[src/rtl/spi_reg_bridge_if.sv]
// Signal bundle joining the SPI slave byte interface, the register bank and
// the status outputs of spi_reg_bridge.
interface spi_reg_bridge_if;
   logic       spi_cs_n;
   logic       rx_dv;
   logic [7:0] rx_byte;
   logic       tx_dv;
   logic [7:0] tx_byte;
   logic [6:0] reg_addr;
   logic       reg_wr_en;
   logic [7:0] reg_wr_data;
   logic       reg_rd_en;
   logic [7:0] reg_rd_data;
   logic       busy;
   logic       err;

   modport slave (
      input  spi_cs_n, rx_dv, rx_byte, reg_rd_data,
      output tx_dv, tx_byte, reg_addr, reg_wr_en, reg_wr_data, reg_rd_en, busy, err
   );

   modport master (
      output spi_cs_n, rx_dv, rx_byte, reg_rd_data,
      input  tx_dv, tx_byte, reg_addr, reg_wr_en, reg_wr_data, reg_rd_en, busy, err
   );
endinterface

[src/rtl/spi_reg_bridge.sv]
// SPI command decoder: turns CS-framed byte streams from the SPI slave into
// auto-incrementing register-bank reads and writes.
module spi_reg_bridge #(
   parameter int         NUM_REGS    = 128,
   parameter logic [7:0] STATUS_BYTE = 8'hA5
) (
   input logic             i_Clk,
   input logic             i_Rst_L,
   spi_reg_bridge_if.slave bus
);
   typedef enum logic [2:0] {IDLE, CMD, WR, RD_FETCH, RD} state_t;

   // One bit per address: set where a register is implemented.
   localparam logic [127:0] REG_MASK = (NUM_REGS >= 128) ? {128{1'b1}}
                                     : ((128'd1 << NUM_REGS) - 128'd1);

   function automatic logic in_range(input logic [6:0] a);
      return REG_MASK[a];
   endfunction

   state_t     state, state_n;
   logic       cs_s0, cs_s1, cs_s2;
   logic       start_det, end_det;
   logic [6:0] ptr, ptr_n, ptr_inc;
   logic [6:0] addr, addr_n;
   logic       wr_en, wr_en_n;
   logic [7:0] wr_data, wr_data_n;
   logic       rd_en, rd_en_n;
   logic       tx_dv, tx_dv_n;
   logic       rd_tx, rd_tx_n;
   logic       rd_oor, rd_oor_n;
   logic [7:0] tx_hold, tx_hold_n;
   logic [7:0] rd_byte;
   logic       busy, busy_n;
   logic       err, err_n;

   assign start_det = cs_s2 & ~cs_s1;
   assign end_det   = ~cs_s2 & cs_s1;
   assign ptr_inc   = ptr + 7'd1;
   // Read data arrives one cycle after the strobe, so it is passed straight
   // through during the TX pulse and held afterwards.
   assign rd_byte   = rd_oor ? 8'h00 : bus.reg_rd_data;

   always_comb begin
      state_n   = state;
      ptr_n     = ptr;
      addr_n    = addr;
      wr_en_n   = 1'b0;
      wr_data_n = wr_data;
      rd_en_n   = 1'b0;
      tx_dv_n   = 1'b0;
      rd_tx_n   = 1'b0;
      rd_oor_n  = rd_oor;
      tx_hold_n = rd_tx ? rd_byte : tx_hold;
      busy_n    = busy;
      err_n     = 1'b0;
      case (state)
         IDLE: begin
            err_n = bus.rx_dv;
            if (start_det) begin
               state_n   = CMD;
               tx_dv_n   = 1'b1;
               tx_hold_n = STATUS_BYTE;
               busy_n    = 1'b1;
            end
         end
         CMD: begin
            if (bus.rx_dv) begin
               ptr_n  = bus.rx_byte[6:0];
               addr_n = bus.rx_byte[6:0];
               if (bus.rx_byte[7]) begin
                  state_n = WR;
               end else begin
                  state_n = RD_FETCH;
                  rd_en_n = in_range(bus.rx_byte[6:0]);
                  err_n   = ~in_range(bus.rx_byte[6:0]);
               end
            end
         end
         WR: begin
            if (bus.rx_dv) begin
               addr_n    = ptr;
               wr_data_n = bus.rx_byte;
               wr_en_n   = in_range(ptr);
               err_n     = ~in_range(ptr);
               ptr_n     = ptr_inc;
            end
         end
         RD_FETCH: begin
            state_n  = RD;
            tx_dv_n  = 1'b1;
            rd_tx_n  = 1'b1;
            rd_oor_n = ~in_range(ptr);
         end
         RD: begin
            if (bus.rx_dv) begin
               ptr_n   = ptr_inc;
               addr_n  = ptr_inc;
               rd_en_n = in_range(ptr_inc);
               err_n   = ~in_range(ptr_inc);
               state_n = RD_FETCH;
            end
         end
         default: state_n = IDLE;
      endcase
      // A closing CS keeps a coincident final write but drops any read work.
      if (end_det) begin
         state_n = IDLE;
         busy_n  = 1'b0;
         rd_en_n = 1'b0;
         tx_dv_n = 1'b0;
         rd_tx_n = 1'b0;
         if (state == CMD || state == RD) err_n = 1'b0;
      end
   end

   always_ff @(posedge i_Clk or negedge i_Rst_L) begin
      if (!i_Rst_L) begin
         cs_s0   <= 1'b1;
         cs_s1   <= 1'b1;
         cs_s2   <= 1'b1;
         state   <= IDLE;
         ptr     <= 7'd0;
         addr    <= 7'd0;
         wr_en   <= 1'b0;
         wr_data <= 8'h00;
         rd_en   <= 1'b0;
         tx_dv   <= 1'b0;
         rd_tx   <= 1'b0;
         rd_oor  <= 1'b0;
         tx_hold <= 8'h00;
         busy    <= 1'b0;
         err     <= 1'b0;
      end else begin
         cs_s0   <= bus.spi_cs_n;
         cs_s1   <= cs_s0;
         cs_s2   <= cs_s1;
         state   <= state_n;
         ptr     <= ptr_n;
         addr    <= addr_n;
         wr_en   <= wr_en_n;
         wr_data <= wr_data_n;
         rd_en   <= rd_en_n;
         tx_dv   <= tx_dv_n;
         rd_tx   <= rd_tx_n;
         rd_oor  <= rd_oor_n;
         tx_hold <= tx_hold_n;
         busy    <= busy_n;
         err     <= err_n;
      end
   end

   assign bus.tx_dv       = tx_dv;
   assign bus.tx_byte     = rd_tx ? rd_byte : tx_hold;
   assign bus.reg_addr    = addr;
   assign bus.reg_wr_en   = wr_en;
   assign bus.reg_wr_data = wr_data;
   assign bus.reg_rd_en   = rd_en;
   assign bus.busy        = busy;
   assign bus.err         = err;
endmodule
[src/flat_wrapper.sv]
// flat-port wrapper written by rule: the top's interface ports become plain ports
module spi_reg_bridge_flat 
#(
   parameter int         NUM_REGS    = 128,
   parameter logic [7:0] STATUS_BYTE = 8'hA5
)
  (i_Clk, i_Rst_L, bus_spi_cs_n, bus_rx_dv, bus_rx_byte, bus_reg_rd_data, bus_tx_dv, bus_tx_byte, bus_reg_addr, bus_reg_wr_en, bus_reg_wr_data, bus_reg_rd_en, bus_busy, bus_err);
  spi_reg_bridge_if bus_i ();
  input logic i_Clk;
  input logic i_Rst_L;
  input wire logic [$bits(bus_i.spi_cs_n)-1:0] bus_spi_cs_n;
  input wire logic [$bits(bus_i.rx_dv)-1:0] bus_rx_dv;
  input wire logic [$bits(bus_i.rx_byte)-1:0] bus_rx_byte;
  input wire logic [$bits(bus_i.reg_rd_data)-1:0] bus_reg_rd_data;
  output wire logic [$bits(bus_i.tx_dv)-1:0] bus_tx_dv;
  output wire logic [$bits(bus_i.tx_byte)-1:0] bus_tx_byte;
  output wire logic [$bits(bus_i.reg_addr)-1:0] bus_reg_addr;
  output wire logic [$bits(bus_i.reg_wr_en)-1:0] bus_reg_wr_en;
  output wire logic [$bits(bus_i.reg_wr_data)-1:0] bus_reg_wr_data;
  output wire logic [$bits(bus_i.reg_rd_en)-1:0] bus_reg_rd_en;
  output wire logic [$bits(bus_i.busy)-1:0] bus_busy;
  output wire logic [$bits(bus_i.err)-1:0] bus_err;
  assign bus_i.spi_cs_n = bus_spi_cs_n;
  assign bus_i.rx_dv = bus_rx_dv;
  assign bus_i.rx_byte = bus_rx_byte;
  assign bus_i.reg_rd_data = bus_reg_rd_data;
  assign bus_tx_dv = bus_i.tx_dv;
  assign bus_tx_byte = bus_i.tx_byte;
  assign bus_reg_addr = bus_i.reg_addr;
  assign bus_reg_wr_en = bus_i.reg_wr_en;
  assign bus_reg_wr_data = bus_i.reg_wr_data;
  assign bus_reg_rd_en = bus_i.reg_rd_en;
  assign bus_busy = bus_i.busy;
  assign bus_err = bus_i.err;
  spi_reg_bridge #(.NUM_REGS(NUM_REGS), .STATUS_BYTE(STATUS_BYTE)) u_core (.i_Clk(i_Clk), .i_Rst_L(i_Rst_L), .bus(bus_i));
endmodule
[config.mk]
export PLATFORM = sky130hd
export DESIGN_NAME = spi_reg_bridge_flat
export DESIGN_NICKNAME = d
export VERILOG_FILES = /design/src/rtl/spi_reg_bridge_if.sv /design/src/rtl/spi_reg_bridge.sv /design/src/flat_wrapper.sv
export SDC_FILE = /design/constraint.sdc
export NUM_CORES = 1
export LEC_CHECK = 0
export CAP_MARGIN = 30
export CORE_ASPECT_RATIO = 2
export CORE_MARGIN = 2
export CORE_UTILIZATION = 40
export CTS_CLUSTER_SIZE = 40
export DETAILED_ROUTE_END_ITERATION = 16
export DONT_BUFFER_PORTS = 1
export PLACE_DENSITY_LB_ADDON = 0.3
export SYNTH_ARGS = -nofsm -noshare
export SYNTH_HDL_FRONTEND = slang
export SYNTH_SLANG_ARGS = --single-unit
export TNS_END_PERCENT = 10
[constraint.sdc]
create_clock -name i_Clk -period 2.5 [get_ports i_Clk]
set_input_delay 0.25 -clock i_Clk [delete_from_list [all_inputs] [get_ports i_Clk]]
set_output_delay 0.25 -clock i_Clk [all_outputs]
set_load 0.02 [all_outputs]
Word level (Yosys, flattened, before mapping) --
Memories as Yosys holds them, arrays and structs flattened. Cells that the tools add are included.
Operators by class: reduce and logical (&&, ||, !) cells 12, eq/ne operators 12, bitwise operators 7, add/subtract/negate cells 1, $lt $le $gt $ge 3, mux-type cells 40
Operators by type and width (number):
- 8-bit 2-to-1 mux | 4
- 7-bit by 8-bit less-than comparator with 1-bit output (second input constant) | 3
- 1-bit 2-to-1 mux | 23
- 7-bit 2-to-1 mux | 3
- 7-bit one-hot mux with 3 select lines | 1
- 3-bit one-hot mux with 5 select lines | 1
- 7-bit one-hot mux with 2 select lines | 1
- 3-bit 2-to-1 mux | 4
- 4-bit AND reduction | 2
- 7-bit by 1-bit adder with 7-bit output (second input constant) | 1
- 3-bit by 2-bit == test with 1-bit output (second input constant) | 2
- 2-bit inequality test (second input constant) | 3
- 3-bit by 2-bit inequality test with 1-bit output (second input constant) | 2
- 2-bit nonzero test | 3
- 1-bit NOT | 5
- 2-bit by 1-bit inequality test with 1-bit output (second input constant) | 2
- 1-bit one-hot mux with 2 select lines | 2
- 1-bit one-hot mux with 4 select lines | 1
- 2-bit AND reduction | 2
- 3-bit by 1-bit == test with 1-bit output (second input constant) | 1
- 3-bit == test (second input constant) | 1
- 3-bit logical NOT | 1
- 3-bit by 1-bit inequality test with 1-bit output (second input constant) | 1
- 3-bit AND reduction | 1
- other kinds (4) | 5
Storage, ports and cells: memories 3, flip-flop bits (word level) 43, logic and storage cells 93, memory bits (read-only) 384, input port bits 20, output and inout bits 28
Memories:
- (name not given) | words 128, width 1, read ports 1, clocked after Yosys merged registers in 0, wr ports 0, line spi_reg_bridge.sv:18 | return REG_MASK[a];
- (name not given) | words 128, width 1, read ports 1, clocked after Yosys merged registers in 0, wr ports 0, line spi_reg_bridge.sv:18
- (name not given) | words 128, width 1, read ports 1, clocked after Yosys merged registers in 0, wr ports 0, line spi_reg_bridge.sv:18

Logic depth before layout (Yosys ltp) --
word-level depth 8, mapped depth 6

Worst setup path before layout --
No wires, ideal clock.
kind reg-to-reg, start point reg u_core.state[0], end point reg u_core.addr[5], in the netlist u_core.bus.reg_addr[5], setup time 126 ps, cell stages (with the launch flop) 6, required time 2374 ps, arrival time 1465 ps, path slack 909 ps, buffers on the path 1, cell sequence dfrtp_1 buf_2 or3b_4 o21ai_1 o21ai_1 o32a_1
Between the ends: word-level cells in the longest chain between the ends 3
RTL lines:
- from (decl) | line spi_reg_bridge.sv:21 | state_t state, state_n;
- from (signal assigned) | line spi_reg_bridge.sv:138 | state <= state_n;
- 3-bit by 1-bit == test with 1-bit output, or another cell as far along | line spi_reg_bridge.sv:57 | case (state)
- 2-bit inequality test (no source line) / 3-bit nonzero test (equally long branches)
- 4-bit AND reduction (no source line)
- to (signal assigned) | line spi_reg_bridge.sv:140 | addr <= addr_n;
- to (decl) | line spi_reg_bridge.sv:25 | logic [6:0] addr, addr_n;
Parallel ways exist; a longest one is shown, timed or not. A chain may end at the register's enable or synchronous reset.

Worst setup path in the final report --
start point reg u_core.state[1], end point reg u_core.ptr[5]
Between the ends: word-level cells in the longest chain between the ends 4
RTL lines:
- 3-bit by 2-bit == test with 1-bit output / 3-bit == test (equally long branches) | line spi_reg_bridge.sv:57
- 2-bit OR reduction (no source line)
- 2-bit by 1-bit inequality test with 1-bit output (no source line) / 2-bit nonzero test (equally long branches)
- 3-bit AND reduction (no source line)
- to (signal assigned) | line spi_reg_bridge.sv:139 | ptr <= ptr_n;
- to (decl) | line spi_reg_bridge.sv:24 | logic [6:0] ptr, ptr_n, ptr_inc;
Parallel ways exist; a longest one is shown, timed or not.

==> impl_metrics.json <==
{
  "outcome": "complete, no violations",
  "synthSimpleGateAreaFrac_pct": 15.6,
  "fin_crit_sh_pct": 73.9,
  "maxCapViolations": 0,
  "drv_slew": 0,
  "end_kind": "register",
  "synth_seq_cells": 42,
  "grt_first_pass_wirelength_um": 7490,
  "port_buffers": 0,
  "synth_compound_area_share_pct": 16.7,
  "fmax_mhz": 542,
  "synth_xor_area_share_pct": 1.71,
  "initial_core_util_pct": 41.8,
  "crit_fanout": 18,
  "setup_viol": 0,
  "layout.cells.non_filler": 259,
  "cts_buffers": 5,
  "grt_pass1_vias": 1495,
  "synth_cells": 199,
  "gp_congestion": 0.866,
  "die_y_um": 105,
  "fp.dieW_um": 54.7,
  "crit_start": "u_core.state[1]",
  "htreeDepth": 2,
  "period_minus_slack_ns": 1.85,
  "crit_type": "register to register",
  "holdBufCountCts": 3,
  "rows": 36,
  "powerDensity_nw_per_um2": 1290,
  "ys_types": 39,
  "reg2reg_depth": 4,
  "drive_gt1_share_pct": 15.8,
  "routed_wl_um": 4800,
  "grt_max_degree": 43,
  "insertion_delay_ns": 0.30,
  "synth_edf_count": 0,
  "synthAdderAreaFrac_pct": 1.83,
  "critPathRequiredTime_ns": 2.69,
  "clk_path_buf_depth": 2,
  "fillCellCount": 488,
  "place_inst": 248,
  "rsz0062_at_grt": "no",
  "postCtsSetupBuffers": 0,
  "tightestPinTransition_ns": 0.524,
  "peakVddDrop_v": 0.000557,
  "core-area_um2": 4910,
  "multi_input_area_um2": 893,
  "drt_iter0_drc": 54,
  "cp.arrival_ns": 2.04,
  "synth_top_family_by_area": "compound AO/OA/AOI/OAI gates",
  "ys_seq_area_share_pct": 51.4,
  "seq_area_um2": 1050,
  "hp-class": "input pin to register",
  "synthMuxAreaShare_pct": 7.68,
  "endpoint": "u_core.ptr[5]",
  "via_per_inst": 5.84,
  "ys.flop_type": "dfrtp_1",
  "finalHoldViolCount": 0,
  "slew_headroom_pct": 64.9,
  "cts_resized": 0,
  "syn_area_per_cell_um2": 10.3,
  "wl_per_cell_um": 18.5,
  "die-area_um2": 5760,
  "grtUsageTotal_pct": 18.4,
  "skew_ns": 0.00447,
  "async_reset_ff_share_pct": 100,
  "setup-tns-final_ns": 0,
  "synth_area_um2": 2050,
  "cts-root-buf": "clkbuf_8",
  "syn_nets": 222,
  "cts.clk_slew.worst_paths_ns": 0.08,
  "final_net_count": 224,
  "via_count": 1512,
  "antenna_found_initial": 0,
  "r2r_end": "u_core.ptr[5]",
  "hpwl_um": 3560,
  "gr-total-overflow": 0,
  "area_delta_synth_final_pct": 9.08,
  "diodes": 0,
  "antenna_left": 0,
  "r2r_slack_ns": 0.65,
  "power.leakage_uw": 0.000950,
  "post-route-drc-count": 0,
  "drt_first_pass_iters": 5,
  "yosysWarnings": 0,
  "ios": 48,
  "timing.rr.start": "u_core.state[1]",
  "cts_tree": "yes",
  "worstSetupStartpointType": "register",
  "cts_num_sinks": 42
}
report_power, final:
| group | total (uW) | leakage [uW] | switching, uW | internal [uW] |
|---|---|---|---|---|
| clock network | 545 | 0.0000585 | 245 | 299 |
| registers | 1380 | 0.000496 | 438 | 946 |
| logic | 950 | 0.000395 | 522 | 428 |
| total | 2880 | 0.000950 | 1210 | 1670 |
logic make-up (layout without fill, tap and decap cells):
group / Yosys count / after routing
compound gates: 55 / 55
xor+xnor: 4 / 4
fa+ha+maj: 3 / 3
buf+inv: 24 / 27
flops: 42 / 42
mux: 14 / 14
simple gates: 57 / 57
critical path: stages, from the launching register on:
cell	delay, ns
dfrtp_1	0.68
nor3b_2	0.51
nor2_1	0.17
o21a_1	0.22
o22a_1	0.16
area by class of cell:
| cell class | instances | area share, % |
|---|---|---|
| timing repair buffer | 5 | 2.46 |
| sequential | 42 | 47.1 |
| multi-input combinational | 133 | 39.9 |
| clock buffer | 5 | 3.07 |
| inverter | 14 | 2.35 |
| clock inverter | 3 | 1.96 |
| tap | 57 | 3.18 |
sequential cells by signal, indices dropped and copies added (netlist names), 3 cells and up:
register,count
u_core.state,3
u_core.ptr,7
u_core.bus.reg_wr_data,8
u_core.bus.reg_addr,7
u_core.tx_hold,8
placed cells by master (no fill, tap or decap), types with 3 or more instances in the layout:
master / n
a21oi_1: 5
a22oi_1: 3
a31oi_1: 4
and2_1: 5
clkbuf_8: 5
dfrtp_1: 39
dfstp_2: 3
ha_1: 3
inv_1: 14
mux2_2: 14
nand2_1: 11
nand2b_1: 8
nand3_1: 3
nor2_1: 8
nor3_1: 10
o21a_1: 4
o21ai_0: 20
o21ai_1: 3
o22a_1: 5
o22ai_1: 5
cell usage after synthesis, types with 4 or more instances:
master    number  area [um2]
inv_1         14        52.6
o22a_1         5        43.8
o21ai_0       20         100
and2_1         5        31.3
o22ai_1        5        31.3
nor3_1        10        50.1
a31oi_1        4        25.0
nand2b_1       8        50.1
clkbuf_1       5        18.8
a21oi_1        5        25.0
mux2_2        14         158
o21a_1         4        30.0
nor2_1         8        30.0
dfrtp_1       39         976
nand2_1       11        41.3
worst min path at each step:
stage               from                   end  slack (ns)  cells after the start
6_report       bus_rx_dv       u_core.state[2]        0.04                      1
4_1_cts        bus_rx_dv       u_core.state[2]        0.04                      1
3_3_place_gp     i_Rst_L  u_core.bus.reg_wr_en       -0.04                      0
2_1_floorplan    i_Rst_L       u_core.bus.busy       -0.05                      0
5_1_grt        bus_rx_dv       u_core.state[2]        0.04                      1
3_5_place_dp     i_Rst_L  u_core.bus.reg_wr_en       -0.04                      0
through the flow:
step | power, uW | utilization, % | worst slack (ns) | area (um2) | hold WS [ns]
after floorplan | 2120 | - | 0.909 | 2050 | -0.0456
after global placement | 2320 | 42.5 | 0.699 | 2090 | -0.0440
after detailed placement | 2340 | 42.5 | 0.684 | 2090 | -0.0440
after CTS | 2910 | 45.6 | 0.673 | 2240 | 0.0373
after global routing | 3080 | 45.6 | 0.506 | 2240 | 0.0372
final | 2880 | 45.6 | 0.653 | 2240 | 0.0399
layer usage:
layer | global-route usage [%] | up-vias | wire [um]
li1 | - | 705 | -
met1 | 18.8 | 720 | 1590
met2 | 30.0 | 64 | 2580
met3 | 3.54 | 23 | 265
met4 | 14.6 | 0 | 357
met5 | 0 | - | 0
Power figures use the tool's default switching activity.
